$ cat config.mk
export PLATFORM = sky130hd
export DESIGN_NAME = stch2dec
export DESIGN_NICKNAME = d
export VERILOG_FILES = /design/src/rtl/stch2dec_pkg.sv /design/src/rtl/stch_ones_counter.sv /design/src/rtl/stch2dec.sv
export SDC_FILE = /design/constraint.sdc
export NUM_CORES = 1
export LEC_CHECK = 0
export BUFFER_PORTS_ARGS = -buffer_cell sky130_fd_sc_hd__buf_2
export CAP_MARGIN = 15
export CORE_AREA = 4 4 61 49
export CTS_CLUSTER_DIAMETER = 120
export DETAILED_ROUTE_END_ITERATION = 12
export DIE_AREA = 0 0 65 53
export PLACE_DENSITY = 0.92
export SLEW_MARGIN = 10
export SYNTH_ARGS = -nofsm -noshare
export SYNTH_HDL_FRONTEND = slang
export SYNTH_HIERARCHICAL = 1
export SYNTH_SLANG_ARGS = --single-unit
export TNS_END_PERCENT = 5
$ cat constraint.sdc
create_clock -name CLK -period 3.85 [get_ports CLK]
set_clock_uncertainty 0.15 [all_clocks]
set_input_delay 0.5775 -clock CLK [delete_from_list [all_inputs] [get_ports CLK]]
set_output_delay 0.5775 -clock CLK [all_outputs]
set_load 0.02 [all_outputs]
$ cat src/rtl/stch2dec_pkg.sv
// Shared definitions for the stochastic-to-decimal converter.
//   ND_DEFAULT : default decimal precision, common with the decimal-to-stochastic
//                converters and the LFSR width of the stochastic network.
//   state_e    : converter FSM encoding (IDLE / COUNT).
package stch2dec_pkg;

    localparam int unsigned ND_DEFAULT = 8;

    typedef enum logic {
        ST_IDLE  = 1'b0,
        ST_COUNT = 1'b1
    } state_e;

endpackage

$ cat src/rtl/stch_ones_counter.sv
// EN-qualified ones accumulator for a stochastic stream.
//   clk_i     : rising-edge clock
//   rst_ni    : synchronous reset, active-low
//   clr_i     : synchronous clear (takes priority over counting)
//   en_i      : count s_i on this cycle
//   s_i       : stochastic bit
//   sum_sat_o : accumulator + s_i, saturated to ND bits
module stch_ones_counter
    import stch2dec_pkg::*;
#(
    parameter int unsigned ND = ND_DEFAULT
) (
    input  logic          clk_i,
    input  logic          rst_ni,
    input  logic          clr_i,
    input  logic          en_i,
    input  logic          s_i,
    output logic [ND-1:0] sum_sat_o
);

    // One extra bit so a full window of ones (2^ND) never wraps.
    logic [ND:0] acc_q;
    logic [ND:0] acc_d;
    logic [ND:0] sum;

    always_comb begin
        sum = acc_q + {{ND{1'b0}}, s_i};
        acc_d = acc_q;
        if (clr_i) begin
            acc_d = '0;
        end else if (en_i) begin
            acc_d = sum;
        end
    end

    // Include the in-flight bit so the last sample lands in the published result.
    assign sum_sat_o = sum[ND] ? {ND{1'b1}} : sum[ND-1:0];

    always_ff @(posedge clk_i) begin
        if (!rst_ni) begin
            acc_q <= '0;
        end else begin
            acc_q <= acc_d;
        end
    end

endmodule

$ cat src/rtl/stch2dec.sv
// Stochastic-to-decimal converter: counts ones in S over 2^ND enabled samples
// and publishes the count on D with a one-cycle VALID strobe.
//   CLK   : rising-edge clock
//   INIT  : synchronous reset, active-low
//   START : begin a window when idle (ignored while busy)
//   EN    : sample qualifier
//   S     : stochastic bit
//   D     : result x/2^ND, held between completions
//   VALID : one-cycle strobe when D updates
//   BUSY  : high while a window is in progress
//
// state    | meaning
// ST_IDLE  | waiting for START, accumulator held at zero
// ST_COUNT | sampling S on EN=1 cycles until the window completes
module stch2dec
    import stch2dec_pkg::*;
#(
    parameter int unsigned ND   = ND_DEFAULT,
    parameter bit          CONT = 1'b0
) (
    input  logic          CLK,
    input  logic          INIT,
    input  logic          START,
    input  logic          EN,
    input  logic          S,
    output logic [ND-1:0] D,
    output logic          VALID,
    output logic          BUSY
);

    state_e        state_q, state_d;
    logic [ND-1:0] cnt_q, cnt_d;
    logic [ND-1:0] d_q, d_d;
    logic          valid_q, valid_d;
    logic          sample;
    logic          last;
    logic          acc_clr;
    logic [ND-1:0] sum_sat;

    assign sample  = (state_q == ST_COUNT) && EN;
    assign last    = sample && (cnt_q == {ND{1'b1}});
    // Clearing in IDLE and on the completing sample makes every window start
    // from zero, including back-to-back windows in continuous mode.
    assign acc_clr = (state_q == ST_IDLE) || last;

    stch_ones_counter #(
        .ND (ND)
    ) u_ones (
        .clk_i     (CLK),
        .rst_ni    (INIT),
        .clr_i     (acc_clr),
        .en_i      (sample),
        .s_i       (S),
        .sum_sat_o (sum_sat)
    );

    always_comb begin
        state_d = state_q;
        cnt_d   = cnt_q;
        d_d     = d_q;
        valid_d = 1'b0;
        unique case (state_q)
            ST_IDLE: begin
                cnt_d = '0;
                if (START) begin
                    state_d = ST_COUNT;
                end
            end
            ST_COUNT: begin
                if (sample) begin
                    // Wraps to zero on the last sample, ready for the next window.
                    cnt_d = cnt_q + {{(ND-1){1'b0}}, 1'b1};
                end
                if (last) begin
                    d_d     = sum_sat;
                    valid_d = 1'b1;
                    if (!CONT) begin
                        state_d = ST_IDLE;
                    end
                end
            end
            default: state_d = ST_IDLE;
        endcase
    end

    always_ff @(posedge CLK) begin
        if (!INIT) begin
            state_q <= ST_IDLE;
            cnt_q   <= '0;
            d_q     <= '0;
            valid_q <= 1'b0;
        end else begin
            state_q <= state_d;
            cnt_q   <= cnt_d;
            d_q     <= d_d;
            valid_q <= valid_d;
        end
    end

    assign D     = d_q;
    assign VALID = valid_q;
    assign BUSY  = (state_q == ST_COUNT);

endmodule

* Word-level counts from Yosys, hierarchy flattened
Index checks and enable logic that the tools add are counted.
** Word-level totals
- Register bits after elaboration :: 27
- Input port bits :: 5
- Memories :: 0
- Output and inout port bits :: 10
- Memory bits (writable) :: 0
- Bits in latches :: 0
- Bits in read-only memories :: 0
** Operators by class
- Reduce and logical (&&, ||, !) cells :: 6
- $add $sub $neg :: 2
- Shifts and indexed selects :: 0
- Multiplexer cells :: 7
- Div/mod/pow operators :: 0
- Equality and inequality tests :: 2
- Bitwise gates (word level) :: 2
- $lt $le $gt $ge :: 0
- Multiply operators :: 0
** Operators by type and width (number)
- $mux 8 :: 2
- $pmux 8 s2 :: 1
- $add 9x1->9 :: 1
- $add 8x1->8 const B :: 1
- $eq 8x8->1 const B :: 1
- $reduce_and 2->1 :: 2
- $mux 1 :: 3
- $logic_and 1x1->1 :: 2
- $ne 2x1->1 const B :: 1
- $not 1->1 :: 2
- $pmux 1 s2 :: 1
- $reduce_or 2->1 :: 1
- $logic_or 1x1->1 :: 1

* Depth between registers and ports, before layout
- Depth in word-level cells :: 4
- Gate-level depth with buffers :: 8

* Hierarchy
The synthesis kept the hierarchy.
** By module, submodules not included
- stch2dec :: cells an instance 81, instances 1, area each 750.7 um^2, seq. area each 360.3 um^2
- stch_ones_counter :: cells an instance 89, instances 1, area each 683.2 um^2, seq. area each 180.2 um^2

* Worst setup path before layout
Ideal clock, no wire load.
- Path kind :: in2reg
- Start point :: input S
- End point :: register d_q[0], in the netlist D[0]
- Arrival :: 1.764 ns
- Required time :: 3.628 ns
- Cell stages on the path :: 8
- Setup slack :: 1.864 ns
- Cell sequence :: ha_1 -> ha_1 -> buf_2 -> nand4_1 -> or3_1 -> nand3b_1 -> nand2_1 -> mux2i_1
** Between the ends
- Word-level cells in the longest chain between the ends :: 2
** RTL lines
- from (decl) :: RTL line stch2dec.sv:25 : input logic S,
- $add 9x1->9 :: RTL line stch_ones_counter.sv:27 : sum = acc_q + {{ND{1'b0}}, s_i};
- $mux 8 :: RTL line stch_ones_counter.sv:37 : assign sum_sat_o = sum[ND] ? {ND{1'b1}} : sum[ND-1:0];
- net sum_sat[0] :: RTL line stch2dec.sv:38 : logic [ND-1:0] sum_sat;
- to (signal assigned) :: RTL line stch2dec.sv:90 : d_q <= '0;
- to (signal assigned) :: RTL line stch2dec.sv:95 : d_q <= d_d;
- to (decl) :: RTL line stch2dec.sv:33 : logic [ND-1:0] d_q, d_d;
The timed path passes the listed nets, and every way through them passes these cells.
A chain may end at the register's enable or synchronous reset.

* Worst setup path after layout
- Start point :: register cnt_q[0]
- End point :: register u_ones.acc_q[4]
** Between the ends
- Word-level cells in the longest chain between the ends :: 4
** RTL lines
- from (decl) :: RTL line stch2dec.sv:32 : logic [ND-1:0] cnt_q, cnt_d;
- from (signal assigned) :: RTL line stch2dec.sv:94 : cnt_q <= cnt_d;
- $eq 8x8->1 :: RTL line stch2dec.sv:41 : assign last = sample && (cnt_q == {ND{1'b1}});
- $logic_and 1x1->1 :: RTL line stch2dec.sv:41
- $logic_or 1x1->1 :: RTL line stch2dec.sv:44 : assign acc_clr = (state_q == ST_IDLE) || last;
- net acc_clr :: RTL line stch2dec.sv:37 : logic acc_clr;
- $reduce_or 2->1 (no source line)
- to (signal assigned) :: RTL line stch_ones_counter.sv:41 : acc_q <= '0;
- to (signal assigned) :: RTL line stch_ones_counter.sv:43 : acc_q <= acc_d;
- to (decl) :: RTL line stch_ones_counter.sv:22 : logic [ND:0] acc_q;
The timed path passes the listed nets, and every way through them passes these cells.

==> metrics.log <==
[metrics] run status: finished clean
[metrics] net switching power figure: 0.103 mW
[metrics] share of total power in combinational logic: 4.5%
[metrics] die area: 0.00345 mm²
[metrics] multiplexer area fraction after synthesis: 8.38%
[metrics] reg-to-reg slack, setup: 1.73 ns
[metrics] chip width: approximately 65 µm
[metrics] internal power: ~0.33 mW
[metrics] Die Y-Extent: around 53 µm
[metrics] total setup buffers inserted after CTS: 0
[metrics] total standard cell area after synthesis: 0.00143 mm²
[metrics] Final Hold Viols: 0
[metrics] number of buffers between clock root and the deepest sink: 2
[metrics] biggest area consumer among synthesized cells: sky130_fd_sc_hd__dfxtp_1
[metrics] sequential share of the synthesized area: 37.7%
[metrics] count of cells along the worst register-to-register path: 7
[metrics] fraction of power consumed by the clock network: 29.6%
[metrics] count of pins on the block boundary: 15
[metrics] VDD IR max: 0.193 mV
[metrics] number of hold-repair buffers added at the cts stage: 0
[metrics] total power density per cell area: 285 mW/mm²
[metrics] via/cell ratio: about 6
[metrics] maximum number of pins on one net before global-route repair: 20
[metrics] first-pass iteration count of the detailed router: 4
[metrics] Mapped Cells: 170
[metrics] fraction of the cycle the final worst path needs: 55.1%
[metrics] number of clock sinks: 27
[metrics] final core utilization: between 60% and 70%
[metrics] Total Neg Setup Slack: 0 ns
[metrics] most used flip-flop cell after synthesis: sky130_fd_sc_hd__dfxtp_1
[metrics] most common cell in the netlist: sky130_fd_sc_hd__dfxtp_1
[metrics] critical register-to-register path endpoint: u_ones/acc_q[4]$_SDFFE_PP0P_
[metrics] number of nets at the end of the flow: 185
[metrics] start point of the worst min-delay path: D[6]$_SDFFE_PN0P_
[metrics] Min-Delay Path Depth: 2
[metrics] overall global routing resource usage: slightly above 20%
[metrics] Worst Setup End Kind: flip-flop
[metrics] worst hold endpoint: D[6]$_SDFFE_PN0P_
[metrics] area share of the largest cell type after synthesis: ~38%
[metrics] unrepaired setup endpoints after global routing: no
[metrics] Crit path required time: between 3 and 4 ns
[metrics] Starting Density: about three fifths
[metrics] number of distinct standard cells referenced by the synthesized netlist: 37
[metrics] Final Routed Wirelength: about 3200 µm
[metrics] Synth Warn #: 6
[metrics] global-route congestion overflow total: 0
[metrics] diode insertion count for antenna repair: 0
[metrics] Avg Synthesized Cell Area: 8.43 µm²
[metrics] total clock buffers created by CTS: 3
[metrics] Async SR Flop Fraction: 0%
[metrics] std cell rows: 16
[metrics] setup violation total in the final timing report: 0
[metrics] data arrival time at the worst-slack endpoint: 2.19 ns
[metrics] cell types with the highest counts after synthesis: sky130_fd_sc_hd__dfxtp_1, sky130_fd_sc_hd__nand2_1, sky130_fd_sc_hd__nor2_1
[metrics] Reg2Reg Launch Point: cnt_q[0]$_SDFFE_PN0P_
[metrics] Critical Path Start: cnt_q[0]$_SDFFE_PN0P_
[metrics] type of element launching the critical path: flip-flop
[metrics] Final Max Slew Viols: 0
[metrics] Clock Pin Slew Worst Setup and Hold Paths: 0.15 ns
[metrics] number of nets with antenna violations after routing: 0
[metrics] detailed-route DRC error count: 0
[metrics] worst rel slew slack: 63.5%
[metrics] number of flops mapped to enable cells by yosys: 0
[metrics] average wire per cell in the routed design: 15.1 µm
[metrics] CP Max Fanout: 10
[metrics] largest family of logic cells by synthesized area: simple AND/OR/NAND/NOR gates
[metrics] sequential fraction of design power: 65.9%
[metrics] area share of xor/xnor cells in the synthesized design: 6.11%
[metrics] total half-perimeter wirelength after legalization and detailed placement: 2350 µm
[metrics] Root Buffer: sky130_fd_sc_hd__clkbuf_4
[metrics] actual slew at the worst max-slew pin: about 0.55 ns
[metrics] antenna violations before repair: 0
[metrics] fraction of final layout cells sized beyond drive strength 1: 13.6%
[metrics] leakage power: 0.517 nW
[metrics] total number of vias: 1259
[metrics] net count of the mapped netlist: 178
[metrics] Compound-Gate Fraction of Synth Area: 9.34%
[metrics] type of the worst min-delay path: flip-flop to flip-flop
[metrics] Max Clk Rate: 472 MHz
[metrics] Placer Congestion: 0.853
[metrics] area of the core: between 0.002 and 0.0025 mm²
[metrics] drt initial violations: 140
[metrics] H-tree levels: 1
[metrics] Period minus WS final: 2.12 ns
[metrics] max-capacitance violation count: 0
[metrics] post-synthesis to final-layout area growth: 4.89%
[metrics] ranking of synthesized cells by area: sky130_fd_sc_hd__dfxtp_1, sky130_fd_sc_hd__mux2i_1, sky130_fd_sc_hd__nand2_1, sky130_fd_sc_hd__xor2_1, sky130_fd_sc_hd__nor2_1
[metrics] clock tree from TritonCTS: yes
[metrics] number of input and output port buffers inserted: 14
[metrics] quantity of gates resized following cts: 0
[metrics] clock insertion delay at the later pin of the skew report: 0.34 ns
[metrics] switching portion of total power: between 20% and 30%
[metrics] post-synthesis simple-gate area fraction: approximately 30%
[metrics] first-pass GRT wire length: 5380 µm
[metrics] fraction of the mapped netlist area in adder cells: 2.62%
[metrics] #FFs+latches synth: 27
[metrics] category of the most critical setup path: flip-flop to flip-flop
[metrics] via count of the first global-routing pass: about 1200
## critical path: stages, from the launching register on
cell	delay, ns
sky130_fd_sc_hd__dfxtp_1	0.44
sky130_fd_sc_hd__ha_1	0.22
sky130_fd_sc_hd__nand3_1	0.18
sky130_fd_sc_hd__nor3_1	0.22
sky130_fd_sc_hd__buf_4	0.23
sky130_fd_sc_hd__nand2b_1	0.13
sky130_fd_sc_hd__nand2b_1	0.35
sky130_fd_sc_hd__nor2_1	0.09
## per-layer routing
metal | vias to the layer above | track usage, % | share of wire, %
li1 | 610 | - | -
met1 | 576 | 25.1 | 44
met4 | 0 | 7.02 | 1.2
met2 | 67 | 34.5 | 46
met3 | 6 | 5.94 | 8.7
met5 | - | 0 | 0
## layout by cell type (no fill, tap or decap), drive strengths merged, types with 2 or more instances in the layout
cell type	n
xor2	9
nor2	16
nor3	7
clkbuf	3
dfxtp	27
mux2i	12
nand3	8
or3	4
or4	4
inv	2
o31ai	4
o21ai	6
nand2	24
buf	15
nand4	8
nand2b	2
ha	3
a21oi	7
nand3b	2
## state kept, by name (all words and copies together), names as in the netlist
name / cells
VALID: 1
u_ones/acc_q: 9
D: 8
BUSY: 1
cnt_q: 8
## how the worst max path moves through the flow
stage	cells past startpoint	endpoint
floorplan	8	D[0]$_SDFFE_PN0P_
global placement	8	D[4]$_SDFFE_PN0P_
detailed placement	8	D[0]$_SDFFE_PN0P_
CTS	7	u_ones/acc_q[7]$_SDFFE_PP0P_
global route	7	u_ones/acc_q[5]$_SDFFE_PP0P_
finish	7	u_ones/acc_q[4]$_SDFFE_PP0P_
## cell families (layout without fill, tap and decap cells)
logic type      after synthesis  in the layout
simple gates                 81             81
flops                        27             27
compound gates               22             22
buf+inv                      15             21
mux                          12             12
xor+xnor                     10             10
fa+ha+maj                     3              3
## area by class of cell
cell class / instances / area (µm²)
repair buffers: 15 / 77.6
fillers: 228 / 958
flip-flops and latches: 27 / 541
multi-input cells: 128 / 803
well taps: 36 / 45.0
clock inverters: 1 / 7.51
inverters: 2 / 7.51
clock buffers: 3 / 22.5
## power by group through the flow
| stage | combinational, mW | clock (mW) | sequential (mW) |
|---|---|---|---|
| 2_1_floorplan | 0.0137 | 0 | 0.289 |
| 3_3_place_gp | 0.0177 | 0 | 0.289 |
| 3_5_place_dp | 0.0190 | 0 | 0.289 |
| 4_1_cts | 0.0192 | 0.130 | 0.283 |
| 5_1_grt | 0.0209 | 0.143 | 0.283 |
| 6_report | 0.0193 | 0.127 | 0.283 |
## metrics by stage
stage	instance area [µm²]	instances	hold slack, ns	setup slack (ns)	power [mW]
final	1500	212	0.311	1.73	0.429
after global placement	1470	208	0.290	1.66	0.307
after floorplan	1430	170	0.302	1.86	0.303
after detailed placement	1470	208	0.295	1.54	0.308
after global routing	1500	212	0.344	1.58	0.447
after CTS	1500	212	0.315	1.75	0.432
(Power assumes the default switching activity.)
